## config.mk

```make
export PLATFORM = sky130hd
export DESIGN_NAME = render_sequencer
export DESIGN_NICKNAME = d
export VERILOG_FILES = /design/src/rtl/pong_pkg.sv /design/src/rtl/render_sequencer_phase_timer.sv /design/src/rtl/render_sequencer.sv
export SDC_FILE = /design/constraint.sdc
export NUM_CORES = 1
export LEC_CHECK = 0
export CAP_MARGIN = 0
export CORE_ASPECT_RATIO = 2
export CORE_MARGIN = 2
export CORE_UTILIZATION = 43
export DETAILED_ROUTE_END_ITERATION = 6
export GPL_TIMING_DRIVEN = 0
export PLACE_DENSITY = 0.69
export SLEW_MARGIN = 40
export SYNTH_ARGS = -nofsm -noshare
export SYNTH_HDL_FRONTEND = slang
export SYNTH_SLANG_ARGS = --single-unit
```

## constraint.sdc

```tcl
create_clock -name clk -period 5 [get_ports clk]
set_input_delay 1 -clock clk [delete_from_list [all_inputs] [get_ports clk]]
set_output_delay 1 -clock clk [all_outputs]
set_load 0.05 [all_outputs]
```

## src/rtl/pong_pkg.sv

```systemverilog
// Shared pong video definitions: render sequencer states,
// VGA source-select codes and the default phase timeout.
package pong_pkg;

  typedef enum logic [2:0] {
    ST_IDLE,
    ST_CLR_P1,
    ST_DRW_P1,
    ST_CLR_P2,
    ST_DRW_P2,
    ST_CLR_BALL,
    ST_DRW_BALL,
    ST_FIN
  } render_state_t;

  localparam logic [1:0] SRC_NONE   = 2'd0;
  localparam logic [1:0] SRC_PADDLE = 2'd1;
  localparam logic [1:0] SRC_BALL   = 2'd2;

  localparam int TIMEOUT_DEF = 1024;

endpackage

```

## src/rtl/render_sequencer_phase_timer.sv

```systemverilog
// Per-phase watchdog: clears on phase entry, counts
// enabled cycles, flags the last allowed cycle.
module phase_timer #(
  parameter int TIMEOUT = 1024
) (
  input  logic clk,
  input  logic resetn,
  input  logic i_clr,
  input  logic i_en,
  output logic o_tc
);

  localparam int CW = (TIMEOUT > 2) ? $clog2(TIMEOUT) : 1;

  logic [CW-1:0] r_cnt;

  always_ff @(posedge clk) begin
    if (!resetn) begin
      r_cnt <= '0;
    end else if (i_clr) begin
      r_cnt <= '0;
    end else if (i_en) begin
      r_cnt <= r_cnt + 1'b1;
    end
  end

  assign o_tc = (r_cnt == CW'(TIMEOUT - 1));

endmodule

```

## src/rtl/render_sequencer.sv

```systemverilog
// Frame draw scheduler: walks clear/draw phases for both
// paddles and the ball, with watchdog and drop accounting.
module render_sequencer
  import pong_pkg::*;
#(
  parameter int TIMEOUT = TIMEOUT_DEF,
  parameter int DROP_W  = 8
) (
  input  logic              clk,
  input  logic              resetn,
  input  logic              enable,
  input  logic              frameTick,
  input  logic              done_clear1,
  input  logic              done_draw1,
  input  logic              done_clear2,
  input  logic              done_draw2,
  input  logic              done_ball_clear,
  input  logic              done_ball_draw,
  output logic              pulse_clear1,
  output logic              pulse_draw1,
  output logic              pulse_clear2,
  output logic              pulse_draw2,
  output logic              pulse_ball_clear,
  output logic              pulse_ball_draw,
  output logic              plot,
  output logic [1:0]        src_sel,
  output logic              busy,
  output logic              frame_done,
  output logic              err_timeout,
  output logic              frame_overrun,
  output logic [DROP_W-1:0] drop_count
);

  render_state_t     r_state;
  render_state_t     w_next;
  logic              w_phase;
  logic              w_done;
  logic              w_tc;
  logic              w_adv;
  logic              w_paddle;
  logic              w_ball;
  logic              r_plot;
  logic [1:0]        r_src;
  logic              r_err;
  logic              r_ovr;
  logic [DROP_W-1:0] r_drop;

  assign w_phase = (r_state != ST_IDLE) &&
                   (r_state != ST_FIN);

  always_comb begin
    w_done = 1'b0;
    unique case (r_state)
      ST_CLR_P1:   w_done = done_clear1;
      ST_DRW_P1:   w_done = done_draw1;
      ST_CLR_P2:   w_done = done_clear2;
      ST_DRW_P2:   w_done = done_draw2;
      ST_CLR_BALL: w_done = done_ball_clear;
      ST_DRW_BALL: w_done = done_ball_draw;
      default:     w_done = 1'b0;
    endcase
  end

  // A done coinciding with terminal count is a clean advance.
  assign w_adv = enable & w_phase & (w_done | w_tc);

  phase_timer #(
    .TIMEOUT(TIMEOUT)
  ) u_timer (
    .clk   (clk),
    .resetn(resetn),
    .i_clr (~w_phase | w_adv),
    .i_en  (enable & w_phase),
    .o_tc  (w_tc)
  );

  always_comb begin
    w_next = r_state;
    if (enable) begin
      unique case (r_state)
        ST_IDLE: if (frameTick) w_next = ST_CLR_P1;
        ST_FIN:  w_next = ST_IDLE;
        default: begin
          if (w_adv)
            w_next = render_state_t'(r_state + 3'd1);
        end
      endcase
    end
  end

  always_ff @(posedge clk) begin
    if (!resetn) begin
      r_state <= ST_IDLE;
    end else begin
      r_state <= w_next;
    end
  end

  assign pulse_clear1     = enable & (r_state == ST_CLR_P1);
  assign pulse_draw1      = enable & (r_state == ST_DRW_P1);
  assign pulse_clear2     = enable & (r_state == ST_CLR_P2);
  assign pulse_draw2      = enable & (r_state == ST_DRW_P2);
  assign pulse_ball_clear = enable & (r_state == ST_CLR_BALL);
  assign pulse_ball_draw  = enable & (r_state == ST_DRW_BALL);

  assign w_paddle = pulse_clear1 | pulse_draw1 |
                    pulse_clear2 | pulse_draw2;
  assign w_ball   = pulse_ball_clear | pulse_ball_draw;

  // Registered to line up with the renderer's pixel outputs.
  always_ff @(posedge clk) begin
    if (!resetn) begin
      r_plot <= 1'b0;
      r_src  <= SRC_NONE;
    end else begin
      r_plot <= w_paddle | w_ball;
      if (w_paddle)
        r_src <= SRC_PADDLE;
      else if (w_ball)
        r_src <= SRC_BALL;
      else
        r_src <= SRC_NONE;
    end
  end

  always_ff @(posedge clk) begin
    if (!resetn) begin
      r_err  <= 1'b0;
      r_ovr  <= 1'b0;
      r_drop <= '0;
    end else begin
      if (w_adv & ~w_done)
        r_err <= 1'b1;
      if (enable & frameTick & busy) begin
        r_ovr <= 1'b1;
        if (~&r_drop)
          r_drop <= r_drop + 1'b1;
      end
    end
  end

  assign busy          = (r_state != ST_IDLE);
  assign frame_done    = enable & (r_state == ST_FIN);
  assign plot          = r_plot;
  assign src_sel       = r_src;
  assign err_timeout   = r_err;
  assign frame_overrun = r_ovr;
  assign drop_count    = r_drop;

endmodule
```

== After elaboration in Yosys (flattened, before gate mapping) ==
Cells that the tools add are included.

* Add/sub/neg operators: 3
* Reductions and logical operators: 9
* Bitwise operators: 23
* Multiplexer cells: 6
* Equal/unequal tests: 10

{| class="wikitable"
|+ Operators with widths
! cell !! number
|-
| $and A1 B1 Y1 || 12
|-
| $eq A3 B3 Y1 const B || 4
|-
| $add A10 B1 Y10 const B || 1
|-
| $eq A10 B10 Y1 const B || 1
|-
| $add A8 B1 Y8 const B || 1
|-
| $reduce_and A8 Y1 || 1
|-
| $or A1 B1 Y1 || 7
|-
| $eq A3 B2 Y1 const B || 2
|-
| $mux W3 || 2
|-
| $pmux W1 S6 || 1
|-
| $pmux W3 S2 || 1
|-
| $reduce_bool A3 Y1 || 2
|-
| $not A1 Y1 || 4
|-
| $reduce_or A2 Y1 || 2
|-
| $add A3 B1 Y3 const B || 1
|-
| $eq A3 B1 Y1 const B || 1
|-
| $logic_not A3 Y1 || 1
|-
| $ne A3 B3 Y1 const B || 1
|-
| $reduce_and A3 Y1 || 1
|-
| $mux W2 || 1
|-
| $ne A2 B2 Y1 const B || 1
|-
| $reduce_and A2 Y1 || 1
|-
| $logic_and A1 B1 Y1 || 1
|-
| $mux W1 || 1
|}

* Bits in registers: 26
* Bits of input ports: 10
* Word-level logic and storage cells: 59
* Output and inout bits: 21

== Depth between registers and ports, before layout ==
Gate-level depths: netlist of run 1.

* Depth in word-level cells: 6
* Mapped depth: 9
* Gate-level depth less buffers: 7

== Hierarchy ==
Synthesis of run 1 repeated with hierarchy kept, for this count alone.

* Cell total of the unflattened synthesis: 163
* Area, all modules: 1,410.1 µm²

{| class="wikitable"
|+ By module, submodules not included
! module !! area each (µm²) !! cells an instance !! times used !! seq. area each (µm²)
|-
| render_sequencer || 945.9 || 110 || 1 || 320.3
|-
| phase_timer || 464.2 || 53 || 1 || 200.2
|}

== Worst setup path after synthesis of run 1 ==
No wires, ideal clock.

* Path kind: input to output
* From: in enable
* To: out pulse_ball_clear
* Path slack: 2.309 ns
* Data required time: 4.000 ns
* Cell stages on the path: 2
* Buffers on the path: 1
* Arrival time: 1.691 ns
* Cells stage by stage: clkbuf_1 and3_1

* Longest elaborated chain between the ends: 1

{| class="wikitable"
|+ Ends and longest elaborated chain
! element !! RTL line !! source
|-
| start: declaration || render_sequencer.sv:11 || <nowiki>input logic enable,</nowiki>
|-
| $and A1 B1 Y1 || render_sequencer.sv:103 || <nowiki>assign pulse_ball_clear = enable & (r_state == ST_CLR_BALL);</nowiki>
|-
| end: declaration || render_sequencer.sv:23 || <nowiki>output logic pulse_ball_clear,</nowiki>
|}

Every way passes these cells.

== Worst setup path after layout of run 1 ==
* From: in enable
* To: out pulse_ball_draw

* Longest elaborated chain between the ends: 1

{| class="wikitable"
|+ Ends and longest elaborated chain
! element !! RTL line !! source
|-
| $and A1 B1 Y1 || render_sequencer.sv:104 || <nowiki>assign pulse_ball_draw = enable & (r_state == ST_DRW_BALL);</nowiki>
|-
| end: declaration || render_sequencer.sv:24 || <nowiki>output logic pulse_ball_draw,</nowiki>
|}

Every way passes these cells.

==> results of run 1 <==
[worst register-to-register path, stage by stage, from the launching register on]
cell                       delay, ns
sky130_fd_sc_hd__dfxtp_1        0.45
sky130_fd_sc_hd__inv_1          0.10
sky130_fd_sc_hd__ha_1           0.29
sky130_fd_sc_hd__a221oi_2       0.29
sky130_fd_sc_hd__a31oi_1        0.10
sky130_fd_sc_hd__a21oi_2        0.39
sky130_fd_sc_hd__buf_2          0.31
sky130_fd_sc_hd__nand3_1        0.10
sky130_fd_sc_hd__a31oi_1        0.17
[path summary, 6_finish.rpt]
kind	startpoint	to	cells after the start
worst min register to register	err_timeout	err_timeout	1
worst min-delay path	err_timeout	err_timeout	1
worst max-delay path	enable	pulse_ball_draw	4
worst max register to register	r_state[0]	u_timer.r_cnt[7]	8
[through the flow]
stage / cells / setup slack, ns / area [um2] / total power [mW]
6_report: 252 / 1.087 / 1853 / 0.4121
2_1_floorplan: 188 / 2.309 / 1481 / 0.2731
3_3_place_gp: 249 / 1.111 / 1812 / 0.2993
5_1_grt: 252 / 1.011 / 1853 / 0.4343
3_5_place_dp: 249 / 1.085 / 1812 / 0.3017
4_1_cts: 252 / 1.077 / 1853 / 0.4168
[registers in the layout, summed over array words and instances, names as in the netlist]
name / cells
u_timer.r_cnt: 10
r_state: 3
drop_count: 8
plot: 1
err_timeout: 1
src_sel: 2
frame_overrun: 1
[power by group through the flow]
stage	clock (mW)	combinational (mW)	sequential, mW
finish	0.115	0.0831	0.214
global route	0.129	0.0911	0.214
CTS	0.120	0.0830	0.214
detailed placement	0	0.0828	0.219
global placement	0	0.0808	0.219
floorplan	0	0.0488	0.224
[area by class of cell]
| type | instances | area, um2 | area share |
|---|---|---|---|
| multi-input cells | 143 | 883.3 | 0.4767 |
| flip-flops and latches | 26 | 520.5 | 0.2809 |
| repair buffers | 29 | 290.3 | 0.1567 |
| clock buffers | 3 | 41.29 | 0.02228 |
| plain buffers | 9 | 40.04 | 0.02161 |
| well taps | 32 | 40.04 | 0.02161 |
| inverters | 10 | 37.54 | 0.02026 |
[metal layers]
layer / track usage / up-vias
met4: 0.09893 / 0
met2: 0.4085 / 44
met5: 0 / -
li1: - / 746
met1: 0.2113 / 692
met3: 0.01867 / 7
[logic make-up after synthesis]
logic type,synth area share
compound gates,0.1655
xor+xnor,0.02956
fa+ha+maj,0.06757
buf+inv,0.05237
flops,0.3514
mux,0.02027
simple gates,0.3133
[cells in the mapped netlist (4+ instances only)]
cell type / instances / area share
sky130_fd_sc_hd__nand4_1: 7 / 0.030
sky130_fd_sc_hd__inv_1: 10 / 0.025
sky130_fd_sc_hd__a21oi_1: 9 / 0.030
sky130_fd_sc_hd__dfxtp_1: 26 / 0.35
sky130_fd_sc_hd__nand3_1: 15 / 0.051
sky130_fd_sc_hd__xnor2_1: 4 / 0.024
sky130_fd_sc_hd__and3_1: 7 / 0.030
sky130_fd_sc_hd__nand2_1: 23 / 0.058
sky130_fd_sc_hd__ha_1: 8 / 0.068
sky130_fd_sc_hd__a31oi_1: 7 / 0.030
sky130_fd_sc_hd__nor3_1: 12 / 0.041
sky130_fd_sc_hd__clkbuf_1: 6 / 0.015
sky130_fd_sc_hd__o21ai_0: 7 / 0.024
sky130_fd_sc_hd__nor2_1: 11 / 0.028
==> flow_results.org, run 1 <==
** Routing
- For this block, wires on met1 add up to 1.413 mm.
- After detailed routing, no signal wire sits above met4.
- Met3 wire len :: 110 um
- # DRC :: 0
- Using the TritonRoute via totals, the vias-per-cell ratio works out to 5.909.
- The routed layout has 1489 vias.
- Routed wire length on met2 :: 2.159 mm
- Iteration-0 DRC count of the detailed router :: 61
- Number of nets still failing antenna checks after routing :: 0
- The routed design has 3.755 mm of wire.
- The first detailed-routing pass took 4 iterations.
- Dividing the detail-routed wire length by the instance count gives 14.90 um.

** Placed design
- Buffers placed on the I/O ports in this run total 29.
- RePlAce Congestion :: 0.7803
- Once detailed placement completed, the half-perimeter wirelength came to 2.944 mm.

** CTS
- TritonCTS Buffers :: 3
- Clock tree buffer depth :: 2
- Buffers inserted to repair hold after CTS numbered 0.
- Count of instances resized after the clock tree is built :: 0
- Worst-Skew Late Latency :: 0.27 ns
- After clock tree synthesis, the clock-pin slew on the worst setup and hold paths is 0.08 ns.
- In this run the number of H-tree levels came out at 1.
- Clock tree synthesis selected as its root buffer the cell sky130_fd_sc_hd__clkbuf_8.
- Post CTS Setup Buffer Count :: 0
- Clock tree from TritonCTS :: built
- Clock tree sinks :: 26

** Logic synthesis
- Register bit total from synthesis :: 26
- Synthesis warning total :: 0
- In the synthesized netlist the async set-or-reset flop fraction comes to 0.
- Sequential area share after synthesis :: 0.3514
- Most instantiated flip-flop cell in the synthesis netlist :: sky130_fd_sc_hd__dfxtp_1
- Cells after Synth :: 188
- Number of nets in the synthesized netlist :: 206
- Counting flops with a built-in enable in the synthesized netlist gives 0.
- Distinct cell type count of the synthesized netlist :: 38
- Synthesized area per cell :: 7.880 um2
- Summed instance area of the synthesized netlist :: 1481 um2

** Pwr
- The worst-case IR drop observed on VDD is 165.3 uV.
- Power density over cell area :: 222.4 nW/um2
- The share of total power dissipated in sequential elements is 0.519.
- Summed over all cells, the static leakage comes to 0.6706 nW.
- Of the total power, the share spent switching nets is 0.2876.
- Of the total power, the clock network draws 0.279.
- Of the total power, combinational logic draws 0.202.
- The internal portion of the total power is 293.6 uW.
- Total net switching power :: 118.5 uW

** Global route
- Antenna violations before repair :: 0
- Remaining Overflow, GRT :: 0
- The first global-routing pass estimated 6.423 mm of wire.
- For this run, the total global-route usage over all layers was measured as 0.2135.
- Entering global routing, the biggest net connects 14 pins.
- Via count of the first global-routing pass :: 1520

** Layout
- # nets final :: 240
- Share of the core filled with cells in the final layout :: 0.5547
- Compared with the post-synthesis result, the final layout area differs by 25.08%.
- Leaving out fill and tap cells, the most frequent cell in the layout is sky130_fd_sc_hd__clkdlybuf4s50_1.
- Most used cells in the layout excluding fill and tap cells :: sky130_fd_sc_hd__clkdlybuf4s50_1 (29), sky130_fd_sc_hd__dfxtp_1 (26), sky130_fd_sc_hd__nand2_1 (23), sky130_fd_sc_hd__nand3_1 (15), sky130_fd_sc_hd__nor3_1 (12)
- Fill cells in the final layout number 304.
- Ant. Diodes :: 0
- Layout cells sized above 1 :: 0.05455

** Status
- Outcome :: finished, final reports clean

** STA
- Dividing the final minimum period by the clock period gives 0.7826.
- The clock arrives with 0.002577 ns of skew.
- Across all hold checks on the routed design, the worst slack comes to 0.4747 ns.
- Achievable clock frequency :: 0.2556 GHz
- Setup repair after global routing left no endpoint under its margin.
- Final min period :: 3.913 ns
- Count of endpoints failing hold in the final timing report :: 0
- Actual slew at the worst max-slew pin :: 0.5043 ns
- Setup Viol. Count Final :: 0
- In this run the tightest slew margin relative to its limit is 0.6627.
- Post-route setup TNS :: 0 ns
- The max-slew violation count came to 0.

** Critical path
- Startpoint Class :: input port
- For this design, the slowest cell found on the critical path is sky130_fd_sc_hd__clkdlybuf4s50_1.
- Cell family contributing the most delay on the critical path :: buffers and inverters
- In this design, the critical path's most frequently occurring cell is sky130_fd_sc_hd__clkdlybuf4s50_1.
- Count of buffering cells on the critical path with inverters included :: 3
- Traced cell by cell, the critical path runs through clkdlybuf4s50_1, clkbuf_1, and3_2, clkdlybuf4s50_1.
- The worst setup path is captured at an output port.
- Reg-to-reg slack, setup :: 2.72 ns
- Arr. time, crit path :: 2.91 ns
- The critical path is of the in2out type.
- Required time of the critical path :: 4.00 ns
- In this design, the stage delay of the slowest critical-path cell is 0.80 ns.
- Highest fanout seen on the critical path :: 10

** Hold path
- The path class of the tightest hold or removal check is reg2reg.

** Floorplan
- Die span in y :: 87.01 um
- After floorplanning, the core was sized to cover 3341 um2.
- Die area :: 3959 um2
- In this run the core area contains 30 standard-cell rows.
- For this configuration, the core starts out at a cell density of 0.4434.
- The die is 45.51 um wide.
- Top-level port count :: 31

** Run
- Max-cap violations in this run came to 0.
Note: power is estimated with default switching activity, not from simulation.
==> run 2: changes to the inputs <==
--- a/config.mk
+++ b/config.mk
@@ -11,7 +11,7 @@
 export CORE_UTILIZATION = 43
 export DETAILED_ROUTE_END_ITERATION = 6
 export GPL_TIMING_DRIVEN = 0
-export PLACE_DENSITY = 0.69
+export PLACE_DENSITY = 0.72
 export SLEW_MARGIN = 40
 export SYNTH_ARGS = -nofsm -noshare
 export SYNTH_HDL_FRONTEND = slang
==> constraint.sdc (replaced) <==
create_clock -name clk -period 3.55 [get_ports clk]
set_input_delay 0.71 -clock clk [delete_from_list [all_inputs] [get_ports clk]]
set_output_delay 0.71 -clock clk [all_outputs]
set_load 0.05 [all_outputs]
==> flow_results.org, run 2 (synthesized netlist as in run 1, its figures left out) <==
** Routing
- Detail-routed net length per standard cell :: 13.96 um (was 14.90 um)
- Detailed Route WL :: 3.531 mm (was 3.755 mm)
- Iteration-0 DRC count of the detailed router :: 27 (was 61)
- The number of detailed-route iterations in the first pass came to 4 (unchanged).
- The DRC violation count after routing is 0 (unchanged).
- Routed vias :: 1465 (was 1489)
- The remaining antenna violation count after routing was 0 (unchanged).
- Detailed-route vias per instance :: 5.791 (was 5.909)

** Pwr
- The internal power is 436.9 uW (was 293.6 uW).
- VDD IR max :: 225.9 uV (was 165.3 uV)
- Sequential share of power :: 0.493 (was 0.519)
- The part of the total power dissipated in combinational logic came to 0.188 (was 0.202).
- The overall power consumption was 610.7 uW (was 412.1 uW).
- Power density over cell area :: 327.1 nW/um2 (was 222.4 nW/um2)
- Leakage dissipation :: 0.6778 nW (was 0.6706 nW)
- Total net switching power :: 173.8 uW (was 118.5 uW)
- Clock share of power :: 0.319 (was 0.279)
- Share of total power consumed by net switching :: 0.2846 (was 0.2876)

** Critical path
- Count of buffering cells on the critical path with inverters included :: 3 (unchanged)
- Type of element capturing the critical path :: output port (unchanged)
- Required time of the critical path :: 2.84 ns (was 4.00 ns)
- The gate family responsible for the most delay along the worst path is buffers and inverters (unchanged).
- The standard cell with the maximum stage delay on the critical path is sky130_fd_sc_hd__clkdlybuf4s50_1 (unchanged).
- The worst path arrival time came to 2.60 ns (was 2.91 ns).
- The cell seen most often among critical-path stages was sky130_fd_sc_hd__clkdlybuf4s50_1 (unchanged).
- The category of the critical setup timing path is in2out (unchanged).
- The maximum fanout count along the critical path came to 10 (unchanged).
- The critical path's largest stage delay was 0.80 ns (about the same).
- Cell Chain, Critical Path :: clkdlybuf4s50_1, clkbuf_1, and3_2, clkdlybuf4s50_1 (unchanged)
- Startpoint Class :: input port (unchanged)

** STA
- Unrepaired setup endpoints after global routing: no (unchanged).
- Share of the cycle needed by the critical path after routing :: 0.9326
- Achievable clock frequency :: 0.3020 GHz
- The hold violation total from the final report is 0 (unchanged).
- The worst-margin pin slew came to 0.5002 ns (was 0.5043 ns).
- Final worst-path setup slack :: 0.2393 ns (was 1.087 ns)
- Counting I/O delays and the setup requirement, the final critical path takes 3.311 ns.
- The setup total negative slack is 0 ns (unchanged).
- Worst slew margin :: 0.6655 (was 0.6627)
- The number of setup violations in the final report is 0 (unchanged).
- Final Slew Violations :: 0 (unchanged)
- Final worst clock skew :: 0.004685 ns (was 0.002577 ns)

** Layout
- Area Overhead vs Synth :: 26.01% (was 25.08%)
- The multi-input gate area in the final layout was 883.3 um2 (unchanged).
- # nets final :: 240 (unchanged)
- Number of filler cells placed in the layout :: 332 (was 304)
- Most used cells in the layout excluding fill and tap cells: sky130_fd_sc_hd__clkdlybuf4s50_1 (29), sky130_fd_sc_hd__dfxtp_1 (26), sky130_fd_sc_hd__nand2_1 (23), sky130_fd_sc_hd__nand3_1 (15), sky130_fd_sc_hd__nor3_1 (12) (unchanged).
- The flip-flop count of the largest register, all copies and words added was 10 (unchanged).
- The sequential cell area was 520.5 um2 (unchanged).
- The cell area after layout came to 1867 um2 (was 1853 um2).
- Layout cells sized above 1 :: 0.05882 (was 0.05455)
- Most frequent standard cell in the layout excluding fill and tap cells :: sky130_fd_sc_hd__clkdlybuf4s50_1 (unchanged)
- The count of antenna diodes in the layout was 0 (unchanged).
- The largest register by flop count is u_timer.r_cnt (unchanged).

** Global route
- The remaining global-route overflow was 0 (unchanged).
- The maximum number of pins on one net before global-route repair came to 15 (was 14).
- Wire length of the first global-routing pass :: 5.789 mm (was 6.423 mm)
- The initial antenna violation count came to 0 (unchanged).
- GRT Util Overall :: 0.1928 (was 0.2135)
- The via count of the first global-routing pass was 1358 (was 1520).

** Placed design
- The worst setup slack after placement was 0.2532 ns (was 1.085 ns).
- The routability congestion estimate from global placement came to 0.8568 (was 0.7803).
- IO Port Bufs :: 29 (unchanged)
- Half-perimeter wire length of the detailed placement result :: 2.773 mm (was 2.944 mm)
- Placed Instance Area :: 1812 um2 (unchanged)

** CTS
- The clock-pin transition on the worst setup and hold timing paths was 0.09 ns (was 0.08 ns).
- Post CTS Setup Buffer Count :: 0 (unchanged)
- Worst-Skew Late Latency :: 0.27 ns (about the same)
- Clock tree from TritonCTS :: built (unchanged)
- Clock root cell :: sky130_fd_sc_hd__clkbuf_8 (unchanged)
- The number of cells upsized or downsized after cts is 0 (unchanged).
- Depth of the CTS H-tree :: 1 (unchanged)
- Clock tree sinks :: 26 (unchanged)
- TritonCTS Buffers :: 3 (unchanged)
- The cts-stage hold buffer count was 0 (unchanged).
- The maximum root-to-sink buffer count came to 2 (unchanged).

** Floorplan
- Die span in y :: 87.01 um (unchanged)
- The number of primary I/O pins is 31 (unchanged).
- Core Box Area :: 3341 um2 (unchanged)
- The chip width is 45.51 um (unchanged).
- The site row count was 30 (unchanged).
- Die area :: 3959 um2 (unchanged)
- The effective utilization at floorplan is 0.4434 (unchanged).

** Run
- The number of maximum-capacitance violations came to 0 (unchanged).

** Hold path
- Hold crit path type :: reg2reg (unchanged)

** Status
- Outcome: finished, final reports clean (unchanged).
[run 2: per-stage QoR]
step / hold WS (ns) / instances / utilization
after CTS: 0.4790 / 253 / 0.5588
final: 0.4752 / 253 / 0.5588
after global routing: 0.5062 / 253 / 0.5588
after detailed placement: 0.4570 / 249 / 0.5423
after floorplan: 0.4541 / 188 / -
after global placement: 0.4501 / 249 / 0.5423
[run 2: final timing paths]
kind,slack [ns],to,cells after the start,from
max,0.24,pulse_ball_draw,4,enable
min,0.48,err_timeout,1,err_timeout
max reg2reg,1.37,u_timer.r_cnt[7],8,r_state[0]
min reg2reg,0.48,err_timeout,1,err_timeout
[run 2: layout make-up]
class,instances,share of cell area
Inverter,10,0.02011
Clock buffer,4,0.02949
Buffer,9,0.02145
Tap cell,32,0.02145
Sequential cell,26,0.2788
Multi-Input combinational cell,143,0.4732
Timing Repair Buffer,29,0.1555
[run 2: worst reg2reg max path: cells and delay by family (launching register included)]
kind                     cells  cell delay, ns
adder cells (fa/ha/maj)      1            0.26
AND/OR/NAND/NOR              1            0.10
flip-flops                   1            0.45
AO/OA/AOI/OAI                4            0.89
buffers and inverters        2            0.40
[run 2: power by group through the flow]
| stage | clock network [mW] | logic [mW] | registers (mW) |
|---|---|---|---|
| global placement | 0 | 0.115 | 0.308 |
| floorplan | 0 | 0.0687 | 0.316 |
| finish | 0.195 | 0.115 | 0.301 |
| detailed placement | 0 | 0.116 | 0.308 |
| global route | 0.216 | 0.126 | 0.302 |
| CTS | 0.199 | 0.116 | 0.301 |
[run 2: routing by layer]
metal,up-vias,global-route usage,part of all wire
li1,740,-,-
met1,694,0.1816,0.37
met2,27,0.3739,0.59
met3,4,0.02075,0.022
met4,0,0.09358,0.014
met5,-,0,0
